[config.mk]
export PLATFORM = sky130hd
export DESIGN_NAME = instruction_parser
export DESIGN_NICKNAME = d
export VERILOG_FILES = /design/src/rtl/light_display_pkg.sv /design/src/rtl/decimal_accumulator.sv /design/src/rtl/instruction_parser.sv
export SDC_FILE = /design/constraint.sdc
export NUM_CORES = 1
export LEC_CHECK = 0
export ABC_AREA = 0
export ABC_CLOCK_PERIOD_IN_PS = 2400
export CELL_PAD_IN_SITES_DETAIL_PLACEMENT = 1
export CELL_PAD_IN_SITES_GLOBAL_PLACEMENT = 2
export CORE_AREA = 2 2 181 130
export DETAILED_ROUTE_END_ITERATION = 8
export DIE_AREA = 0 0 183 132
export HOLD_SLACK_MARGIN = 0.06
export PLACE_DENSITY = 0.74
export SLEW_MARGIN = 20
export SYNTH_ARGS = -nofsm -noshare
export SYNTH_HDL_FRONTEND = slang
export SYNTH_SLANG_ARGS = --single-unit
[constraint.sdc]
create_clock -name clk -period 2.4 [get_ports clk]
set_clock_uncertainty 0.05 [all_clocks]
set_input_delay 0.48 -clock clk [delete_from_list [all_inputs] [get_ports clk]]
set_output_delay 0.48 -clock clk [all_outputs]
set_load 0.05 [all_outputs]
[src/rtl/light_display_pkg.sv]
`default_nettype none
// ============================================================================
// Module      : light_display_pkg
// Description : Types and constants shared by the instruction parser and the
//               downstream light display stage.
// Revision    : 1.0 - initial release
// ============================================================================
package light_display_pkg;

    localparam int C_POSITION_BITS     = 12;
    localparam int C_INSTRUCTION_WIDTH = 2 + 4 * C_POSITION_BITS;

    // Operation field of a command word; 2'b10 is never produced.
    typedef enum logic [1:0] {
        OP_TURN_OFF = 2'b00,
        OP_TOGGLE   = 2'b01,
        OP_TURN_ON  = 2'b11
    } op_e;

    // Packed command word, MSB first.
    typedef struct packed {
        op_e                        op;
        logic [C_POSITION_BITS-1:0] start_row;
        logic [C_POSITION_BITS-1:0] start_col;
        logic [C_POSITION_BITS-1:0] end_row;
        logic [C_POSITION_BITS-1:0] end_col;
    } cmd_s;

    function automatic logic is_digit(input logic [7:0] c);
        return (c >= 8'h30) && (c <= 8'h39);
    endfunction

    function automatic logic is_letter(input logic [7:0] c);
        return ((c >= 8'h61) && (c <= 8'h7A)) || ((c >= 8'h41) && (c <= 8'h5A));
    endfunction

endpackage : light_display_pkg
`default_nettype wire

[src/rtl/decimal_accumulator.sv]
`default_nettype none
// ============================================================================
// Module      : decimal_accumulator
// Description : Builds a decimal number one digit at a time, modulo 2^WIDTH.
//               o_acc_next exposes the value the next digit would produce so a
//               number ending on the final byte can be captured directly.
// Revision    : 1.0 - initial release
// ============================================================================
module decimal_accumulator #(
    parameter int WIDTH = 12
) (
    input  logic             clk,
    input  logic             reset_n,
    input  logic             i_clear,
    input  logic             i_digit_valid,
    input  logic [3:0]       i_digit,
    output logic [WIDTH-1:0] o_acc,
    output logic [WIDTH-1:0] o_acc_next
);

    logic [WIDTH-1:0] r_acc;

    // acc*10 + digit, with x10 formed from two shifts; wraps naturally.
    always_comb begin
        o_acc_next = (r_acc << 3) + (r_acc << 1) + {{(WIDTH-4){1'b0}}, i_digit};
    end

    // Accumulator register; clear wins over a digit in the same cycle.
    always_ff @(posedge clk or negedge reset_n) begin
        if (!reset_n) begin
            r_acc <= '0;
        end else if (i_clear) begin
            r_acc <= '0;
        end else if (i_digit_valid) begin
            r_acc <= o_acc_next;
        end
    end

    assign o_acc = r_acc;

endmodule : decimal_accumulator
`default_nettype wire

[src/rtl/instruction_parser.sv]
`default_nettype none
// ============================================================================
// Module      : instruction_parser
// Description : Decodes the ASCII puzzle text into packed command words for
//               the light display stage. A one-deep lookahead buffer lets the
//               final command be tagged with instr_last even when the input
//               ends in blank or malformed lines.
// Revision    : 1.0 - initial release
// ============================================================================
module instruction_parser
    import light_display_pkg::*;
#(
    parameter int INSTRUCTION_WIDTH = C_INSTRUCTION_WIDTH,
    parameter int POSITION_BITS     = C_POSITION_BITS
) (
    input  logic                         clk,
    input  logic                         reset_n,
    input  logic                         in_valid,
    output logic                         in_ready,
    input  logic [7:0]                   in_data,
    input  logic                         in_last,
    output logic                         instr_valid,
    input  logic                         instr_ready,
    output logic [INSTRUCTION_WIDTH-1:0] instr_data,
    output logic                         instr_last,
    output logic                         parse_done
);

    typedef enum logic [1:0] {
        ST_PARSE     = 2'd0,
        ST_FLUSH     = 2'd1,
        ST_WAIT_LAST = 2'd2,
        ST_DONE      = 2'd3
    } state_e;

    localparam logic [7:0] c_char_lf    = 8'h0A;
    localparam logic [7:0] c_char_o     = 8'h6F;
    localparam logic [7:0] c_char_n     = 8'h6E;
    localparam logic [7:0] c_char_f     = 8'h66;
    localparam logic [2:0] c_field_sat  = 3'd5;
    localparam logic [2:0] c_letter_sat = 3'd7;

    // Control / output registers
    state_e                       r_state;
    state_e                       w_state_next;
    logic                         r_in_ready;
    logic                         w_in_ready_next;
    logic                         r_out_valid;
    logic                         w_out_valid_next;
    logic [INSTRUCTION_WIDTH-1:0] r_out_data;
    logic [INSTRUCTION_WIDTH-1:0] w_out_data_next;
    logic                         r_out_last;
    logic                         w_out_last_next;
    logic [INSTRUCTION_WIDTH-1:0] r_pend_data;
    logic [INSTRUCTION_WIDTH-1:0] w_pend_data_next;
    logic                         r_pend_full;
    logic                         w_pend_full_next;

    // Per-line decode state
    logic [2:0]               r_field_cnt;
    logic [2:0]               r_letter_idx;
    logic                     r_in_num;
    logic                     r_toggle;
    op_e                      r_op_sel;
    logic [POSITION_BITS-1:0] r_field [4];

    // Byte classification
    logic                         w_byte_fire;
    logic                         w_is_digit;
    logic                         w_is_letter;
    logic                         w_line_end;
    logic                         w_run_close;
    logic                         w_run_at_end;
    logic [2:0]                   w_end_cnt;
    logic                         w_yield;
    logic [POSITION_BITS-1:0]     w_acc;
    logic [POSITION_BITS-1:0]     w_acc_next;
    logic [POSITION_BITS-1:0]     w_run_val;
    logic [POSITION_BITS-1:0]     w_end_col;
    op_e                          w_op;
    logic [INSTRUCTION_WIDTH-1:0] w_new_cmd;

    decimal_accumulator #(
        .WIDTH (POSITION_BITS)
    ) u_acc (
        .clk           (clk),
        .reset_n       (reset_n),
        .i_clear       (w_line_end || (w_byte_fire && !w_is_digit)),
        .i_digit_valid (w_byte_fire && w_is_digit),
        .i_digit       (in_data[3:0]),
        .o_acc         (w_acc),
        .o_acc_next    (w_acc_next)
    );

    // Classify the accepted byte and assemble the command a line end would yield.
    always_comb begin
        w_byte_fire  = in_valid && r_in_ready;
        w_is_digit   = is_digit(in_data);
        w_is_letter  = is_letter(in_data);
        w_line_end   = w_byte_fire && ((in_data == c_char_lf) || in_last);
        w_run_close  = w_byte_fire && r_in_num && !w_is_digit;
        // A digit on the terminating byte still belongs to the last field.
        w_run_at_end = r_in_num || w_is_digit;
        w_end_cnt    = r_field_cnt + (w_run_at_end ? 3'd1 : 3'd0);
        w_yield      = w_line_end && (w_end_cnt == 3'd4);
        w_run_val    = w_is_digit ? w_acc_next : w_acc;
        w_end_col    = (r_field_cnt == 3'd3) ? w_run_val : r_field[3];
        w_op         = r_toggle ? OP_TOGGLE : r_op_sel;
        w_new_cmd    = {w_op, r_field[0], r_field[1], r_field[2], w_end_col};
    end

    // Per-line decode: field capture, letter counting and op selection.
    always_ff @(posedge clk or negedge reset_n) begin
        if (!reset_n) begin
            r_field_cnt  <= 3'd0;
            r_letter_idx <= 3'd0;
            r_in_num     <= 1'b0;
            r_toggle     <= 1'b0;
            r_op_sel     <= OP_TURN_ON;
            for (int i = 0; i < 4; i++) begin
                r_field[i] <= '0;
            end
        end else if (w_line_end) begin
            r_field_cnt  <= 3'd0;
            r_letter_idx <= 3'd0;
            r_in_num     <= 1'b0;
            r_toggle     <= 1'b0;
            r_op_sel     <= OP_TURN_ON;
        end else if (w_byte_fire) begin
            r_in_num <= w_is_digit;
            if (w_run_close) begin
                if (r_field_cnt < 3'd4) begin
                    r_field[r_field_cnt[1:0]] <= w_acc;
                end
                if (r_field_cnt != c_field_sat) begin
                    r_field_cnt <= r_field_cnt + 3'd1;
                end
            end
            if (w_is_letter) begin
                if ((r_letter_idx == 3'd1) && (in_data == c_char_o)) begin
                    r_toggle <= 1'b1;
                end
                if (r_letter_idx == 3'd6) begin
                    if (in_data == c_char_n) begin
                        r_op_sel <= OP_TURN_ON;
                    end else if (in_data == c_char_f) begin
                        r_op_sel <= OP_TURN_OFF;
                    end
                end
                if (r_letter_idx != c_letter_sat) begin
                    r_letter_idx <= r_letter_idx + 3'd1;
                end
            end
        end
    end

    // Next-state, lookahead buffer and output register updates.
    always_comb begin
        w_state_next     = r_state;
        w_out_valid_next = r_out_valid && !instr_ready;
        w_out_data_next  = r_out_data;
        w_out_last_next  = r_out_last;
        w_pend_data_next = r_pend_data;
        w_pend_full_next = r_pend_full;
        case (r_state)
            ST_PARSE: begin
                if (w_yield) begin
                    w_pend_data_next = w_new_cmd;
                    w_pend_full_next = 1'b1;
                    if (r_pend_full) begin
                        w_out_data_next  = r_pend_data;
                        w_out_valid_next = 1'b1;
                        w_out_last_next  = 1'b0;
                    end
                end
                if (w_byte_fire && in_last) begin
                    w_state_next = ST_FLUSH;
                end
            end
            ST_FLUSH: begin
                if (!r_out_valid) begin
                    if (r_pend_full) begin
                        w_out_data_next  = r_pend_data;
                        w_out_valid_next = 1'b1;
                        w_out_last_next  = 1'b1;
                        w_pend_full_next = 1'b0;
                        w_state_next     = ST_WAIT_LAST;
                    end else begin
                        w_state_next = ST_DONE;
                    end
                end
            end
            ST_WAIT_LAST: begin
                if (r_out_valid && instr_ready) begin
                    w_state_next = ST_DONE;
                end
            end
            default: begin
                w_state_next = ST_DONE;
            end
        endcase
        w_in_ready_next = (w_state_next == ST_PARSE) && !w_out_valid_next;
    end

    // State and datapath registers.
    always_ff @(posedge clk or negedge reset_n) begin
        if (!reset_n) begin
            r_state     <= ST_PARSE;
            r_in_ready  <= 1'b0;
            r_out_valid <= 1'b0;
            r_out_data  <= '0;
            r_out_last  <= 1'b0;
            r_pend_data <= '0;
            r_pend_full <= 1'b0;
        end else begin
            r_state     <= w_state_next;
            r_in_ready  <= w_in_ready_next;
            r_out_valid <= w_out_valid_next;
            r_out_data  <= w_out_data_next;
            r_out_last  <= w_out_last_next;
            r_pend_data <= w_pend_data_next;
            r_pend_full <= w_pend_full_next;
        end
    end

    assign in_ready    = r_in_ready;
    assign instr_valid = r_out_valid;
    assign instr_data  = r_out_data;
    assign instr_last  = r_out_last;
    assign parse_done  = (r_state == ST_DONE);

endmodule : instruction_parser
`default_nettype wire

==> results.md, run 1 <==
- Outcome: complete, but fails checks
- Failing checks: negative setup slack
- Die width: 183 um
- Largest area contributor in the netlist: dfrtp_1
- Core Util, Final: 47.5%
- Hold/Removal Path Class: reg2reg
- Critical path class: reg2reg
- Unrepaired setup endpoints after global routing: true
- Largest cells by area after synthesis: dfrtp_1 56%, nand2_1 7.4%, mux2_2 7.3%
- Reg2reg start: u_acc.o_acc[2]
- DRT antenna net count: 0
- CTS sink cnt: 175
- Met1 Resource Use GR: 25.1%
- Die H: 132 um
- Clock share of power: 45.9%
- Final worst setup slack: -0.217 ns
- Sequential area share after synthesis: 56.7%
- Routed len/inst: 19.6 um
- GR Layer Usage met2: 30.4%
- Clock Tree Buf Depth: 2
- CP required: 2.71 ns
- DP Worst Slack: -0.802 ns
- Rows: 46
- DRT Pass-1 Iters: 4
- Pwr dens: 601 nW/um2
- Sw Pwr: 1.63 mW
- Core region area: 22300 um2
- Max stage delay on crit path: 0.59 ns
- Reg2reg setup slack: -0.22 ns
- Num ports: 67
- Clk pin slew, worst setup/hold paths: 0.07 ns
- Post-route DRC violation count: 0
- Grt ovf: 0
- Worst setup path end: r_pend_data[9]
- Post-Layout Inst Area: 10600 um2
- Yosys warns: 0
- Largest net degree at the start of global routing: 59
- Wirelength, routed: 21.5 mm
- Post-route insts no fill: 1098
- Max VDD drop: 0.000511 V
- Initial core utilization: 34.6%
- DPL Wire Length: 14.4 mm
- Tmin final: 2.62 ns
- Final count of pins violating max slew: 0
- CP Launch Type: flop
- TritonCTS clock tree: built
- Register area: 4380 um2
- LEAKAGE: 5.32 nW
- Smallest hold slack: 0.423 ns
- Post-Syn Nets: 700
- Final hold viol count: 0
- CP max stage cell: fa_2
- Mapped Area: 7730 um2
- Reg2reg end: r_pend_data[9]
- Full die area: 24200 um2
- Post-Place Cells: 1045
- Fmax: 382 MHz
- Top cells by count, synth: 174 x dfrtp_1, 152 x nand2_1, 50 x mux2_2
- FFs w/ async S/R, synth: 100%
- Top-area cell type share of the netlist area: 56.3%
- Initial DRC count: 277
- Crit-path cells: fa_2 -> ha_1 -> a211o_1 -> a21o_1 -> and3_4 -> o31a_1 -> a31oi_1
- Vias: 5500
- CP endpoint kind: flop
- First-pass GRT wire length: 34.2 mm
- Area delta synth->final: 37.1%
- Initial antenna violation count: 0
- Synth Register Bits: 175
- CTS root buf: clkbuf_16
- Period utilisation layout: 109%
- Count leader, synth: dfrtp_1
- Crit. Startpoint: u_acc.o_acc[2]
- Multi-input gate area: 3630 um2
- Worst slew pin tran: 0.741 ns
- Number of synthesized flops with an enable pin: 0
- Sequential power share: 48.1%
- CTS H-Tree Depth: 4
- Layout cells sized above 1: 32.8%
- Maxcap violations: 0
- # nets final: 841
- Main synth FF type: dfrtp_1
- Switching part of the total power: 25.6%
- RePlAce Congestion: 0.862
- Via density: 5.01
- WP data arrival: 2.92 ns
- Post-Synthesis Cells: 656
- Final setup vio count: 9
- Pint: 4.74 mW
- R2R depth: 7
- Worst-skew pair later-pin latency: 0.44 ns
- Hold path depth: 2
- Met3 usage: 3.43%
- GR peak layer: met2
- GRT Total Usage: 18.4%
- CTS buffer count: 17
- Syn_area_per_cell: 11.8 um2
- Placed instance area: 9280 um2
- Logic pwr share: 6.0%
- IO buf count: 66
- Synth cell types: 57
- Vias in the first global route: 6081
- Max_slew headroom: 50.6%
- Setup tns final: -1.03 ns
- Overall power: 6.37 mW
- CP max FO: 3
- # diodes: 0
- # fillers: 2322
-- logic make-up after synthesis --
family	count (synthesis)	share of synthesized area [%]
flops	175	56.7
buf+inv	41	2.44
fa+ha+maj	31	5.21
xor+xnor	8	0.906
mux	104	15.1
simple gates	221	12.6
compound gates	76	7.15
-- critical path: cells and delay by family (launching register included) --
kind | cells | cell delay (ns)
fa+ha+maj | 2 | 0.85
simple gates | 1 | 0.20
compound gates | 4 | 1.00
flops | 1 | 0.43
-- sequential cells by signal, indices dropped and copies added, names as in the netlist, 2 cells and up --
name,cells
instr_data,50
r_pend_data,50
r_field,48
u_acc.o_acc,12
r_field_cnt,3
r_letter_idx,3
r_state,2
-- what timing repair did --
| action | in CTS | in global routing |
|---|---|---|
| hold endpoints to repair | 53 | 0 |
| endpoints found under the setup margin | 109 | 143 |
| gates cloned | 5 | 1 |
| gates resized for setup | 62 | 67 |
| pin swaps | 18 | 20 |
| hold buffers | 1 | 0 |
| buffers inserted | 12 | 4 |
-- how the worst min path moves through the flow --
stage                          from              end  slack [ns]
floorplan                   reset_n         in_ready        0.13
global placement    r_pend_data[33]  r_pend_data[33]        0.41
detailed placement  r_pend_data[47]  r_pend_data[47]        0.41
CTS                 r_pend_data[33]  r_pend_data[33]        0.42
global route            r_field[42]  r_pend_data[42]        0.45
finish              r_pend_data[33]  r_pend_data[33]        0.42
-- routing by layer --
| layer | routed length (um) | up-vias |
|---|---|---|
| li1 | - | 2557 |
| met3 | 526 | 19 |
| met1 | 10300 | 2862 |
| met2 | 10500 | 62 |
| met5 | 0 | - |
| met4 | 212 | 0 |
-- power by group through the flow --
stage          Clock [mW]  Combinational [mW]  Sequential, mW
6_report             2.92               0.385            3.07
5_1_grt              3.09               0.421            3.07
4_1_cts              2.99               0.386            3.07
3_5_place_dp            0               0.376            3.12
3_3_place_gp            0               0.357            3.12
2_1_floorplan           0               0.147            3.13
-- layout by cell type, fill, tap and decap left out, drive strengths merged, types with 3 or more instances in the layout --
cell type,n
nand2b,3
a21o,3
nand2,152
a21oi,9
o211ai,3
inv,23
nor2,27
xnor2,5
buf,83
a211oi,3
nand3b,5
nor3,7
dfrtp,174
mux2,98
and3,7
ha,29
clkdlybuf4s50,57
a22o,4
mux2i,6
xor2,3
a31oi,5
clkinv,4
o21ai,17
and2,3
o31ai,11
clkbuf,22
o21a,3
nand3,4
-- final cells by class --
cell class                      count  share of cell area, %
Sequential cell                   175                   41.4
Multi-Input combinational cell    440                   34.3
Timing Repair Buffer              148                   14.7
Clock buffer                       18                   4.05
Tap cell                          288                   3.40
Clock inverter                     14                   1.75
Inverter                           15                  0.531
No activity file was read; power rests on OpenSTA's default activity.
==> run 2: changes to the inputs <==
--- a/config.mk
+++ b/config.mk
@@ -7,13 +7,13 @@
 export LEC_CHECK = 0
 export ABC_AREA = 0
 export ABC_CLOCK_PERIOD_IN_PS = 2400
-export CELL_PAD_IN_SITES_DETAIL_PLACEMENT = 1
-export CELL_PAD_IN_SITES_GLOBAL_PLACEMENT = 2
-export CORE_AREA = 2 2 181 130
+export CELL_PAD_IN_SITES_DETAIL_PLACEMENT = 0
+export CELL_PAD_IN_SITES_GLOBAL_PLACEMENT = 1
+export CORE_AREA = 2 2 166 119
 export DETAILED_ROUTE_END_ITERATION = 8
-export DIE_AREA = 0 0 183 132
+export DIE_AREA = 0 0 168 121
 export HOLD_SLACK_MARGIN = 0.06
-export PLACE_DENSITY = 0.74
+export PLACE_DENSITY = 0.75
 export SLEW_MARGIN = 20
 export SYNTH_ARGS = -nofsm -noshare
 export SYNTH_HDL_FRONTEND = slang
==> run 2 against run 1 <==
  * The flow still finishes with violations (negative setup slack)
  * Routed wire length fell by 13%
  * Largest power group unchanged
  * Die area fell by 16%
  * Power fell by 2.9%
  * Sequential share of layout area rose by 0.46 points
  * Sequential cell count did not move
  * Global-route usage rose by 0.61 points
  * Critical path depth did not move
  * Critical endpoint is now u_acc.o_acc[8]
  * Via count fell by 1.3%
  * Critical path type unchanged
  * Register-to-register slack improved by 0.097 ns
  * Combinational power fell by 4%
  * Worst setup slack improved by 0.097 ns
==> results.md, run 2 (synthesis results as in run 1) <==
- Unrepaired setup endpoints after global routing: true
- Final setup vio count: 58
- Full die area: 20300 um2
- WP data arrival: 2.78 ns
- R2R depth: 7
- Tmin final: 2.52 ns
- Initial core utilization: 41.4%
- Most common cell after layout, fill and taps aside: dfrtp_1
- CP required: 2.66 ns
- Clock share of power: 44.5%
- Max VDD drop: 0.000454 V
- IO buf count: 66
- Logic pwr share: 6.0%
- Max_slew headroom: 57.8%
- DPL Wire Length: 12.8 mm
- Fmax: 397 MHz
- Core region area: 18700 um2
- Grt ovf: 0
- Largest net degree at the start of global routing: 50
- Clock Tree Buf Depth: 2
- Rows: 42
- Final worst setup slack: -0.120 ns
- Sequential power share: 49.5%
- Critical path class: reg2reg
- First-pass GRT wire length: 29.8 mm
- Die width: 168 um
- Failing checks: negative setup slack
- RePlAce Congestion: 0.885
- LEAKAGE: 5.20 nW
- Pwr dens: 591 nW/um2
- Outcome: complete, but fails checks
- # diodes: 0
- # nets final: 837
- CTS buffer count: 17
- Period utilisation layout: 105%
- Pint: 4.69 mW
- Worst-skew pair later-pin latency: 0.42 ns
- Routed len/inst: 17.9 um
- CP Launch Type: flop
- CP endpoint kind: flop
- TritonCTS clock tree: built
- Final hold viol count: 0
- Core Util, Final: 56.2%
- Num ports: 67
- DP Worst Slack: -0.773 ns
- Initial DRC count: 318
- Vias in the first global route: 5635
- CTS root buf: clkbuf_16
- Setup tns final: -2.82 ns
- CP max FO: 2
- Max stage delay on crit path: 0.55 ns
- Layout cells sized above 1: 31.1%
- Switching part of the total power: 24.3%
- Crit-path cells: fa_2 -> inv_2 -> fa_2 -> nor2b_2 -> o2111a_1 -> or4_4 -> a32o_1
- Worst slew pin tran: 0.633 ns
- Wirelength, routed: 18.8 mm
- Maxcap violations: 0
- GRT Total Usage: 19.1%
- Post-Place Cells: 993
- # fillers: 1533
- DRT antenna net count: 0
- Sw Pwr: 1.50 mW
- Vias: 5427
- Area delta synth->final: 35.6%
- Clk pin slew, worst setup/hold paths: 0.07 ns
- Die H: 121 um
- Post-route DRC violation count: 0
- Most frequent cells in the layout: 173 x dfrtp_1, 122 x nand2_1, 58 x clkdlybuf4s50_1
- Hold/Removal Path Class: reg2reg
- Final count of pins violating max slew: 0
- CP most frequent cell: fa_2
- Post-route insts no fill: 1048
- DRT Pass-1 Iters: 5
- Hold path depth: 2
- Via density: 5.18
- CTS sink cnt: 175
- Initial antenna violation count: 0
- CP max stage cell: or4_4
- CTS H-Tree Depth: 4
-- run 2: cell count changes in the layout (fill, tap and decap cells not counted), sizes merged --
cell | previous run | this run
inv | 23 | 21
buf | 83 | 80
dlymetal6s2s | 1 | 0
bufinv | 2 | 1
bufbuf | 0 | 1
clkdlybuf4s50 | 57 | 58
clkinv | 4 | 5
-- run 2: path summary, 6_finish.rpt --
| kind | from | end | slack [ns] |
|---|---|---|---|
| max | u_acc.o_acc[2] | u_acc.o_acc[8] | -0.12 |
| min | r_pend_data[16] | r_pend_data[16] | 0.42 |
| max reg2reg | u_acc.o_acc[2] | u_acc.o_acc[8] | -0.12 |
| min reg2reg | r_pend_data[16] | r_pend_data[16] | 0.42 |
| max in group asynchronous | reset_n | r_op_sel[0] | 1.09 |
| min in group asynchronous | reset_n | instr_data[39] | 0.50 |
-- run 2: critical path, delay by kind of cell, from the launching register on --
| family | cells | cell delay, ns |
|---|---|---|
| and+or+nand+nor | 2 | 0.60 |
| adders and majority gates | 2 | 0.71 |
| AOI/OAI and AO/OA | 2 | 0.54 |
| DFF | 1 | 0.43 |
| buffers and inverters | 1 | 0.08 |
-- run 2: repair_timing --
| action | in CTS | in global routing |
|---|---|---|
| resized for setup | 52 | 72 |
| endpoints found under the hold margin | 40 | 0 |
| buffers inserted | 11 | 13 |
| hold buffers | 1 | 0 |
| gates cloned | 5 | 3 |
| setup endpoints to repair | 109 | 105 |
| pin swaps | 21 | 25 |
-- run 2: layer usage --
layer / routed length, um / track usage (%) / share of wire, %
met2: 8870 / 30.6 / 47
met3: 1050 / 4.73 / 5.6
met1: 8720 / 26.5 / 46
met4: 162 / 3.80 / 0.86
met5: 0 / 0 / 0
-- run 2: stage by stage --
step	hold slack (ns)	total power, mW	area, um2
6_report	0.417	6.19	10500
5_1_grt	0.447	6.41	10500
4_1_cts	0.424	6.24	10100
3_5_place_dp	0.387	3.48	9150
3_3_place_gp	0.376	3.46	9150
2_1_floorplan	0.134	3.28	7890
-- run 2: area by class of cell --
| type | count | area [um2] | area share, % |
|---|---|---|---|
| clock buffers | 20 | 467 | 4.45 |
| clock inverters | 12 | 124 | 1.18 |
| inverters | 15 | 56.3 | 0.537 |
| multi-input cells | 440 | 3620 | 34.5 |
| flip-flops and latches | 175 | 4380 | 41.8 |
| well taps | 242 | 303 | 2.89 |
| repair buffers | 144 | 1530 | 14.6 |
-- run 2: power groups by stage --
stage | Clock [mW] | Combinational, mW | Sequential, mW
CTS | 2.81 | 0.368 | 3.06
finish | 2.75 | 0.371 | 3.07
detailed placement | 0 | 0.363 | 3.12
floorplan | 0 | 0.147 | 3.13
global placement | 0 | 0.347 | 3.11
global route | 2.93 | 0.410 | 3.07
